===== config.mk =====
export PLATFORM = sky130hd
export DESIGN_NAME = pipeline_hazard_controller_flat
export DESIGN_NICKNAME = d
export VERILOG_FILES = /design/src/rtl/pipeline_hazard_controller_if.sv /design/src/rtl/pipeline_hazard_controller.sv /design/src/flat_wrapper.sv
export SDC_FILE = /design/constraint.sdc
export NUM_CORES = 1
export LEC_CHECK = 0
export CAP_MARGIN = 40
export CORE_MARGIN = 2
export CORE_UTILIZATION = 35
export DETAILED_ROUTE_END_ITERATION = 6
export PLACE_DENSITY_LB_ADDON = 0.1
export SYNTH_ARGS = -nofsm -noshare
export SYNTH_HDL_FRONTEND = slang
export SYNTH_SLANG_ARGS = --single-unit

===== constraint.sdc =====
create_clock -name clk -period 1.9 [get_ports clk]
set_clock_uncertainty 0.2 [all_clocks]
set_input_delay 0.285 -clock clk [delete_from_list [all_inputs] [get_ports clk]]
set_output_delay 0.285 -clock clk [all_outputs]
set_load 0.005 [all_outputs]

===== src/rtl/pipeline_hazard_controller_if.sv =====
// Signal bundle between the five-stage pipeline datapath and its hazard controller.
// The datapath uses the master view and the controller uses the slave view.
interface pipeline_hazard_controller_if #(
    parameter int CNT_W = 16
);
    logic [4:0]       RsD, RtD, RsE, RtE;
    logic [4:0]       WriteRegE, WriteRegM, WriteRegW;
    logic             RegWriteE, RegWriteM, RegWriteW;
    logic             MemtoRegE, MemtoRegM, MemWriteM;
    logic             BranchM, ZeroFlagM;
    logic             dmem_ready;
    logic             dmem_req;
    logic             PCSrcM;
    logic             StallF, StallD, StallE, StallM;
    logic             FlushD, FlushE, FlushM, FlushW;
    logic [1:0]       ForwardAE, ForwardBE;
    logic             mem_error;
    logic [CNT_W-1:0] stall_cycles;

    modport master (
        output RsD, RtD, RsE, RtE, WriteRegE, WriteRegM, WriteRegW,
               RegWriteE, RegWriteM, RegWriteW, MemtoRegE, MemtoRegM, MemWriteM,
               BranchM, ZeroFlagM, dmem_ready,
        input  dmem_req, PCSrcM, StallF, StallD, StallE, StallM,
               FlushD, FlushE, FlushM, FlushW, ForwardAE, ForwardBE,
               mem_error, stall_cycles
    );

    modport slave (
        input  RsD, RtD, RsE, RtE, WriteRegE, WriteRegM, WriteRegW,
               RegWriteE, RegWriteM, RegWriteW, MemtoRegE, MemtoRegM, MemWriteM,
               BranchM, ZeroFlagM, dmem_ready,
        output dmem_req, PCSrcM, StallF, StallD, StallE, StallM,
               FlushD, FlushE, FlushM, FlushW, ForwardAE, ForwardBE,
               mem_error, stall_cycles
    );
endinterface


===== src/rtl/pipeline_hazard_controller.sv =====
// Hazard sequencer for the five-stage pipeline: load-use and branch stalls/flushes,
// Execute-stage operand forwarding, data-memory wait-state FSM and stall-cycle counter.
module pipeline_hazard_controller #(
    parameter int TIMEOUT = 8,
    parameter int CNT_W   = 16
) (
    input logic                          clk,
    input logic                          reset,
    pipeline_hazard_controller_if.slave  hz
);
    typedef enum logic [1:0] {IDLE, WAIT, ERROR} state_t;

    localparam logic [7:0] TIMEOUT_C = 8'(TIMEOUT);

    state_t           state_q, state_d;
    logic [7:0]       wcnt_q, wcnt_d;
    logic             mem_error_q, mem_error_d;
    logic [CNT_W-1:0] stall_cnt_q;

    logic memop, memstall, lwstall, branch_taken, stall_f;

    function automatic logic [CNT_W-1:0] sat_inc(input logic [CNT_W-1:0] v);
        if (v == {CNT_W{1'b1}}) return v;
        return v + {{(CNT_W-1){1'b0}}, 1'b1};
    endfunction

    // Memory stage wins over Writeback because it holds the younger result.
    function automatic logic [1:0] fwd_sel(input logic [4:0] src,
                                           input logic       rw_m, input logic [4:0] wr_m,
                                           input logic       rw_w, input logic [4:0] wr_w);
        if (rw_m && (wr_m != 5'd0) && (wr_m == src)) return 2'b10;
        if (rw_w && (wr_w != 5'd0) && (wr_w == src)) return 2'b01;
        return 2'b00;
    endfunction

    assign memop        = hz.MemtoRegM | hz.MemWriteM;
    assign branch_taken = hz.BranchM & hz.ZeroFlagM;
    assign lwstall      = hz.MemtoRegE & hz.RegWriteE & (hz.WriteRegE != 5'd0) &
                          ((hz.WriteRegE == hz.RsD) | (hz.WriteRegE == hz.RtD));
    assign memstall     = (state_q == ERROR) ? 1'b1 : (memop & ~hz.dmem_ready);

    always_ff @(posedge clk or posedge reset) begin
        if (reset) begin
            state_q     <= IDLE;
            wcnt_q      <= 8'd0;
            mem_error_q <= 1'b0;
            stall_cnt_q <= '0;
        end else begin
            state_q     <= state_d;
            wcnt_q      <= wcnt_d;
            mem_error_q <= mem_error_d;
            if (stall_f) stall_cnt_q <= sat_inc(stall_cnt_q);
        end
    end

    always_comb begin
        state_d     = state_q;
        wcnt_d      = wcnt_q;
        mem_error_d = mem_error_q;
        case (state_q)
            IDLE: begin
                if (memop && !hz.dmem_ready) begin
                    state_d = WAIT;
                    wcnt_d  = 8'd1;
                end
            end
            WAIT: begin
                if (hz.dmem_ready) begin
                    state_d = IDLE;
                    wcnt_d  = 8'd0;
                end else if (wcnt_q == TIMEOUT_C) begin
                    state_d     = ERROR;
                    mem_error_d = 1'b1;
                end else begin
                    wcnt_d = wcnt_q + 8'd1;
                end
            end
            ERROR:   state_d = ERROR;
            default: state_d = IDLE;
        endcase
    end

    // Every output is held at zero while reset is asserted, even mid-cycle.
    always_comb begin
        hz.dmem_req  = 1'b0;
        hz.PCSrcM    = 1'b0;
        hz.StallF    = 1'b0;
        hz.StallD    = 1'b0;
        hz.StallE    = 1'b0;
        hz.StallM    = 1'b0;
        hz.FlushD    = 1'b0;
        hz.FlushE    = 1'b0;
        hz.FlushM    = 1'b0;
        hz.FlushW    = 1'b0;
        hz.ForwardAE = 2'b00;
        hz.ForwardBE = 2'b00;
        if (!reset) begin
            hz.dmem_req = memop & (state_q != ERROR);
            if (memstall) begin
                hz.StallF = 1'b1;
                hz.StallD = 1'b1;
                hz.StallE = 1'b1;
                hz.StallM = 1'b1;
                hz.FlushW = 1'b1;
            end else begin
                hz.PCSrcM    = branch_taken;
                hz.StallF    = lwstall & ~branch_taken;
                hz.StallD    = lwstall & ~branch_taken;
                hz.FlushE    = lwstall | branch_taken;
                hz.FlushD    = branch_taken;
                hz.FlushM    = branch_taken;
                hz.ForwardAE = fwd_sel(hz.RsE, hz.RegWriteM, hz.WriteRegM, hz.RegWriteW, hz.WriteRegW);
                hz.ForwardBE = fwd_sel(hz.RtE, hz.RegWriteM, hz.WriteRegM, hz.RegWriteW, hz.WriteRegW);
            end
        end
    end

    assign stall_f         = hz.StallF;
    assign hz.mem_error    = mem_error_q;
    assign hz.stall_cycles = stall_cnt_q;

endmodule


===== src/flat_wrapper.sv =====
// flat-port wrapper written by rule: the top's interface ports become plain ports
module pipeline_hazard_controller_flat 
#(
    parameter int TIMEOUT = 8,
    parameter int CNT_W   = 16
)
  (clk, reset, hz_RsD, hz_RtD, hz_RsE, hz_RtE, hz_WriteRegE, hz_WriteRegM, hz_WriteRegW, hz_RegWriteE, hz_RegWriteM, hz_RegWriteW, hz_MemtoRegE, hz_MemtoRegM, hz_MemWriteM, hz_BranchM, hz_ZeroFlagM, hz_dmem_ready, hz_dmem_req, hz_PCSrcM, hz_StallF, hz_StallD, hz_StallE, hz_StallM, hz_FlushD, hz_FlushE, hz_FlushM, hz_FlushW, hz_ForwardAE, hz_ForwardBE, hz_mem_error, hz_stall_cycles);
  pipeline_hazard_controller_if #(.CNT_W(CNT_W)) hz_i ();
  input logic clk;
  input logic reset;
  input wire logic [$bits(hz_i.RsD)-1:0] hz_RsD;
  input wire logic [$bits(hz_i.RtD)-1:0] hz_RtD;
  input wire logic [$bits(hz_i.RsE)-1:0] hz_RsE;
  input wire logic [$bits(hz_i.RtE)-1:0] hz_RtE;
  input wire logic [$bits(hz_i.WriteRegE)-1:0] hz_WriteRegE;
  input wire logic [$bits(hz_i.WriteRegM)-1:0] hz_WriteRegM;
  input wire logic [$bits(hz_i.WriteRegW)-1:0] hz_WriteRegW;
  input wire logic [$bits(hz_i.RegWriteE)-1:0] hz_RegWriteE;
  input wire logic [$bits(hz_i.RegWriteM)-1:0] hz_RegWriteM;
  input wire logic [$bits(hz_i.RegWriteW)-1:0] hz_RegWriteW;
  input wire logic [$bits(hz_i.MemtoRegE)-1:0] hz_MemtoRegE;
  input wire logic [$bits(hz_i.MemtoRegM)-1:0] hz_MemtoRegM;
  input wire logic [$bits(hz_i.MemWriteM)-1:0] hz_MemWriteM;
  input wire logic [$bits(hz_i.BranchM)-1:0] hz_BranchM;
  input wire logic [$bits(hz_i.ZeroFlagM)-1:0] hz_ZeroFlagM;
  input wire logic [$bits(hz_i.dmem_ready)-1:0] hz_dmem_ready;
  output wire logic [$bits(hz_i.dmem_req)-1:0] hz_dmem_req;
  output wire logic [$bits(hz_i.PCSrcM)-1:0] hz_PCSrcM;
  output wire logic [$bits(hz_i.StallF)-1:0] hz_StallF;
  output wire logic [$bits(hz_i.StallD)-1:0] hz_StallD;
  output wire logic [$bits(hz_i.StallE)-1:0] hz_StallE;
  output wire logic [$bits(hz_i.StallM)-1:0] hz_StallM;
  output wire logic [$bits(hz_i.FlushD)-1:0] hz_FlushD;
  output wire logic [$bits(hz_i.FlushE)-1:0] hz_FlushE;
  output wire logic [$bits(hz_i.FlushM)-1:0] hz_FlushM;
  output wire logic [$bits(hz_i.FlushW)-1:0] hz_FlushW;
  output wire logic [$bits(hz_i.ForwardAE)-1:0] hz_ForwardAE;
  output wire logic [$bits(hz_i.ForwardBE)-1:0] hz_ForwardBE;
  output wire logic [$bits(hz_i.mem_error)-1:0] hz_mem_error;
  output wire logic [$bits(hz_i.stall_cycles)-1:0] hz_stall_cycles;
  assign hz_i.RsD = hz_RsD;
  assign hz_i.RtD = hz_RtD;
  assign hz_i.RsE = hz_RsE;
  assign hz_i.RtE = hz_RtE;
  assign hz_i.WriteRegE = hz_WriteRegE;
  assign hz_i.WriteRegM = hz_WriteRegM;
  assign hz_i.WriteRegW = hz_WriteRegW;
  assign hz_i.RegWriteE = hz_RegWriteE;
  assign hz_i.RegWriteM = hz_RegWriteM;
  assign hz_i.RegWriteW = hz_RegWriteW;
  assign hz_i.MemtoRegE = hz_MemtoRegE;
  assign hz_i.MemtoRegM = hz_MemtoRegM;
  assign hz_i.MemWriteM = hz_MemWriteM;
  assign hz_i.BranchM = hz_BranchM;
  assign hz_i.ZeroFlagM = hz_ZeroFlagM;
  assign hz_i.dmem_ready = hz_dmem_ready;
  assign hz_dmem_req = hz_i.dmem_req;
  assign hz_PCSrcM = hz_i.PCSrcM;
  assign hz_StallF = hz_i.StallF;
  assign hz_StallD = hz_i.StallD;
  assign hz_StallE = hz_i.StallE;
  assign hz_StallM = hz_i.StallM;
  assign hz_FlushD = hz_i.FlushD;
  assign hz_FlushE = hz_i.FlushE;
  assign hz_FlushM = hz_i.FlushM;
  assign hz_FlushW = hz_i.FlushW;
  assign hz_ForwardAE = hz_i.ForwardAE;
  assign hz_ForwardBE = hz_i.ForwardBE;
  assign hz_mem_error = hz_i.mem_error;
  assign hz_stall_cycles = hz_i.stall_cycles;
  pipeline_hazard_controller #(.TIMEOUT(TIMEOUT), .CNT_W(CNT_W)) u_core (.clk(clk), .reset(reset), .hz(hz_i));
endmodule

* Yosys cells after proc, flatten, opt, wreduce, memory -nomap -nowiden *
Cells that the tools add are included.

operators by class
  reduce and logical (&&, ||, !) cells = 17
  bitwise operators = 12
  add/sub/neg operators = 2
  multiplexer cells = 47
  equality and inequality tests = 15

operator list
  operator                 number
  $eq A5 B5 Y1             6
  $mux W2                  15
  $mux W1                  26
  $mux W8                  3
  $add A16 B1 Y16 const B  1
  $eq A16 B16 Y1 const B   1
  $mux W16                 1
  $pmux W8 S2              1
  $reduce_bool A5 Y1       3
  $add A8 B1 Y8 const B    1
  $eq A8 B4 Y1 const B     1
  $and A1 B1 Y1            7
  $logic_and A1 B1 Y1      7
  $pmux W2 S3              1
  $reduce_and A3 Y1        2
  $ne A2 B2 Y1 const B     2
  $reduce_and A2 Y1        2
  $ne A3 B2 Y1 const B     1
  $ne A3 B3 Y1 const B     1
  $or A1 B1 Y1             3
  $eq A2 B1 Y1 const B     1
  $eq A2 B2 Y1 const B     1
  $logic_not A2 Y1         1
  $ne A2 B1 Y1 const B     1
  other kinds (3)          4

storage, ports and cells
  flip-flop bits (word level) = 27
  output and inout bits = 31
  input port bits = 46
  logic and storage cells = 97

* Logic depth before layout (Yosys ltp) *
  word-level depth = 13
  mapped depth = 9
  depth with buffers taken out = 8

* Least setup slack after synthesis *
No wires, ideal clock.

  path type = input-to-output
  from = in reset
  to = out hz_ForwardAE[0]
  path buffers = 0
  setup slack = -204 ps
  required time = 1415 ps
  stages = 5
  arrival = 1619 ps
  cells stage by stage = inv_1 > nand3_1 > a21oi_1 > nand2_1 > nor3_1

on the way
  longest elaborated chain between the ends = 1

RTL lines
  element      RTL line                          text
  from (decl)  flat_wrapper.sv:10                input logic reset;
  $mux W2      pipeline_hazard_controller.sv:97  if (!reset) begin
  to (decl)    flat_wrapper.sv:37                output wire logic [$bits(hz_i.ForwardAE)-1:0] hz_ForwardAE;

No other way between the ends.

* Worst setup path after layout *
  from = in hz_WriteRegE[1]
  to = out hz_StallD

on the way
  longest elaborated chain between the ends = 6
  elaborated cells on any way between the ends = 9
  those cells by class = 2 x eq/ne; 2 x mux; 4 x bitwise; 1 x reduce/logical

RTL lines
  element                                             RTL line                                                            text
  from (decl)                                         flat_wrapper.sv:15                                                  input wire logic [$bits(hz_i.WriteRegE)-1:0] hz_WriteRegE;
  $eq A5 B5 Y1 or $reduce_bool A5 Y1 (tied branches)  pipeline_hazard_controller.sv:39, pipeline_hazard_controller.sv:38
  $or A1 B1 Y1 or $and A1 B1 Y1 (tied branches)       pipeline_hazard_controller.sv:39, pipeline_hazard_controller.sv:38
  $and A1 B1 Y1 *                                     pipeline_hazard_controller.sv:38                                    assign lwstall = hz.MemtoRegE & hz.RegWriteE & (hz.WriteRegE != 5'd0) &
  $and A1 B1 Y1 *                                     pipeline_hazard_controller.sv:108                                   hz.StallD = lwstall & ~branch_taken;
  $mux W1 *                                           pipeline_hazard_controller.sv:99                                    if (memstall) begin
  $mux W1 *                                           pipeline_hazard_controller.sv:97
  to (decl)                                           flat_wrapper.sv:30                                                  output wire logic [$bits(hz_i.StallD)-1:0] hz_StallD;

Mark *: on every way between the ends. The rest lies on a longest branch, timed or not.

==> results.yml <==
outcome:
  outcome: "finished, violations left"
  failed_checks: "setup timing"
layout:
  final_layout_size_suffix_gt1_share_pct: 39.7
  design_area_um2: 3530
  nets: 393
  syn2layout_area_growth_pct: 87.2
  fin_cells: 413
  mostFrequentLayoutCell: "buf_4"
  num_antenna_cells: 0
  most-common-layout-cells: "buf_4, dfrtp_1, dlygate4sd2_1"
critical_path:
  r2r-end: "u_core.hz.stall_cycles[1]$_DFFE_PP0P_"
  crit_start: "hz_WriteRegE[1]"
  timing.rr.start: "u_core.state_q[1]$_DFFE_PP0P_"
  critPathRequiredTime_ns: 1.41
  start_kind: "primary input"
  critical_path.endpoint_type: "primary output"
  critical_path.max_fanout: 3
  crit_type: "primary input to primary output"
  cp.arrival_ns: 1.52
  reg2reg_slack_ns: 0.02
  rr_worst_depth: 9
cts:
  worstSkewPairLatency_ns: 0.27
  cts_tree: "yes"
  cts_sinks: 27
  cts.htree.levels: 1
  root_buffer: "clkbuf_8"
  cts_inserted_buffers: 3
  clockBufferDepth: 2
  clk_pin_slew_worst_paths_ns: 0.09
logic_synthesis:
  avgSynthCellArea_um2: 9.33
  synth_top_family_by_area: "simple AND/OR/NAND/NOR gates"
  yosys.area.top_type: "dfrtp_1"
  synth.area.mux_share_pct: 0.796
  post_synth_and_or_nand_nor_area_fraction_pct: 25.8
  yosys.area_share.xor_xnor_pct: 22.8
  synth-edff-count: 0
  synthArstFlopShare_pct: 100
  synthAdderAreaFrac_pct: 1.99
  yosys_register_bits: 27
  ys_types: 38
  ys_warn_count: 0
  synth_top_area_share_pct: 35.8
  synth-compound-area-share_pct: 8.76
  synth_nets: 251
  synth_area_leaders: "dfrtp_1, xnor2_1, xor2_1, nand3_1, nand2_1"
  synthFlopType: "dfrtp_1"
  postSynthCellCount: 202
  seq_area_frac_synth_pct: 35.8
  mappedNetlistArea_um2: 1890
global_routing:
  grt_start_max_net_pins: 28
  grt_pass1_vias: 1964
  grt.total_usage_pct: 18.5
  grt_overflow: 0
  grt_pass1_wl_um: 9110
  grt_antenna_before_repair: 0
die:
  die_area_um2: 5990
  rows: 26
  start_util_pct: 36.7
  core_um2: 5140
  die_w_um: 77.4
  die_h_um: 77.4
  ios: 77
placement:
  port-buffer-count: 76
  dp.cells: 393
  place_ws_ns: -0.965
  gp_congestion: 0.805
  dpl.hpwl_um: 4210
  placed_area_um2: 3080
drt:
  wl_per_cell_um: 14.0
  final_antenna_net_count: 0
  num_vias: 1956
  drtPass1Iterations: 4
  viasPerCell: 4.74
  wirelength_um: 5780
  drc: 0
  drtIter0Drc: 47
sta:
  finalHoldViolations: 0
  max_freq_mhz: 500
  finalSetupViolations: 10
  maxSlewHeadroom_pct: 68.6
  layout_setup_ws_ns: -0.100
  worst_hold_slack_ns: 0.0796
  tightest_slew_ns: 0.469
  grt_setup_unrepaired: "true"
  fin_crit_sh_pct: 105
  maxSlewViolCount: 0
  period_needed_ns: 2.00
pwr:
  irDropWorstVdd_mv: 0.516
  p_per_area_nw_per_um2: 518
  power.leakage_nw: 1.60
hold_path:
  hold_path_class: "primary input to async pin"
flow_run:
  max_cap_violations: 0
synth_stat cells (4+ instances only):
library cell	n
buf_4	5
xnor2_1	25
nand2_1	16
nand4_1	7
inv_1	5
nor3b_1	6
a21oi_1	7
nor2_1	14
o21ai_0	4
nor3_1	10
nand3_1	12
dfrtp_1	27
and3_1	7
xor2_1	24
how the worst max path moves through the flow:
stage                                             to  slack, ns  depth (start not counted)
2_1_floorplan  u_core.hz.stall_cycles[1]$_DFFE_PP0P_      -0.07                          6
3_3_place_gp                         hz_ForwardAE[0]      -0.90                          6
3_5_place_dp                         hz_ForwardAE[0]      -0.96                          6
4_1_cts                              hz_ForwardAE[0]      -0.15                          6
5_1_grt                              hz_ForwardBE[0]      -0.22                          7
6_report                                   hz_StallD      -0.10                          6
stage by stage:
| step | setup TNS, ns | util (%) | total power, mW |
|---|---|---|---|
| after floorplan | -0.0711 | - | 0.997 |
| after global placement | -20.12 | 60.0 | 1.42 |
| after detailed placement | -20.34 | 60.0 | 1.43 |
| after CTS | -0.648 | 64.2 | 1.78 |
| after global routing | -1.69 | 68.7 | 1.95 |
| final | -0.475 | 68.7 | 1.83 |
worst max-delay path, stage by stage:
cell and delay [ns]:
buf_6 0.09, or3_4 0.37, o311a_4 0.33, a31oi_4 0.21, inv_2 0.09, buf_2 0.13
logic make-up after synthesis:
kind of cell,after synthesis
compound gates,20
xor+xnor,49
fa+ha+maj,3
buf+inv,13
flops,27
mux,1
simple gates,89
registers in the layout (all words and copies together) (netlist names):
| signal | count |
|---|---|
| u_core.wcnt_q | 8 |
| u_core.hz.mem_error | 1 |
| u_core.hz.stall_cycles | 16 |
| u_core.state_q | 2 |
per-layer routing:
layer / global-route usage (%) / wire length [um]
met1: 24.3 / 2470
met2: 32.9 / 3100
met3: 2.79 / 153
met4: 2.86 / 49
met5: 0 / 0
cell type report:
class	count	area, um2
clock buffer	4	45.0
fill	437	1610
inverter	6	26.3
multi-input combinational	162	1420
sequential	27	676
tap	70	87.6
timing repair buffer	144	1270
power breakdown:
part	internal, mW	leakage (nW)	switching (mW)
Clock	0.150	0.0228	0.182
Sequential	0.651	0.349	0.0690
Combinational	0.477	1.23	0.299
Total	1.28	1.60	0.550
timing repair:
action / CTS / global route
resized for setup: 133 / 44
setup endpoints to repair: 36 / 32
setup buffers: 11 / 5
hold endpoints to repair: 0 / 0
cloned: 0 / 1
pin swaps: 37 / 31
hold buffers: 0 / 0
Power figures use the tool's default switching activity.
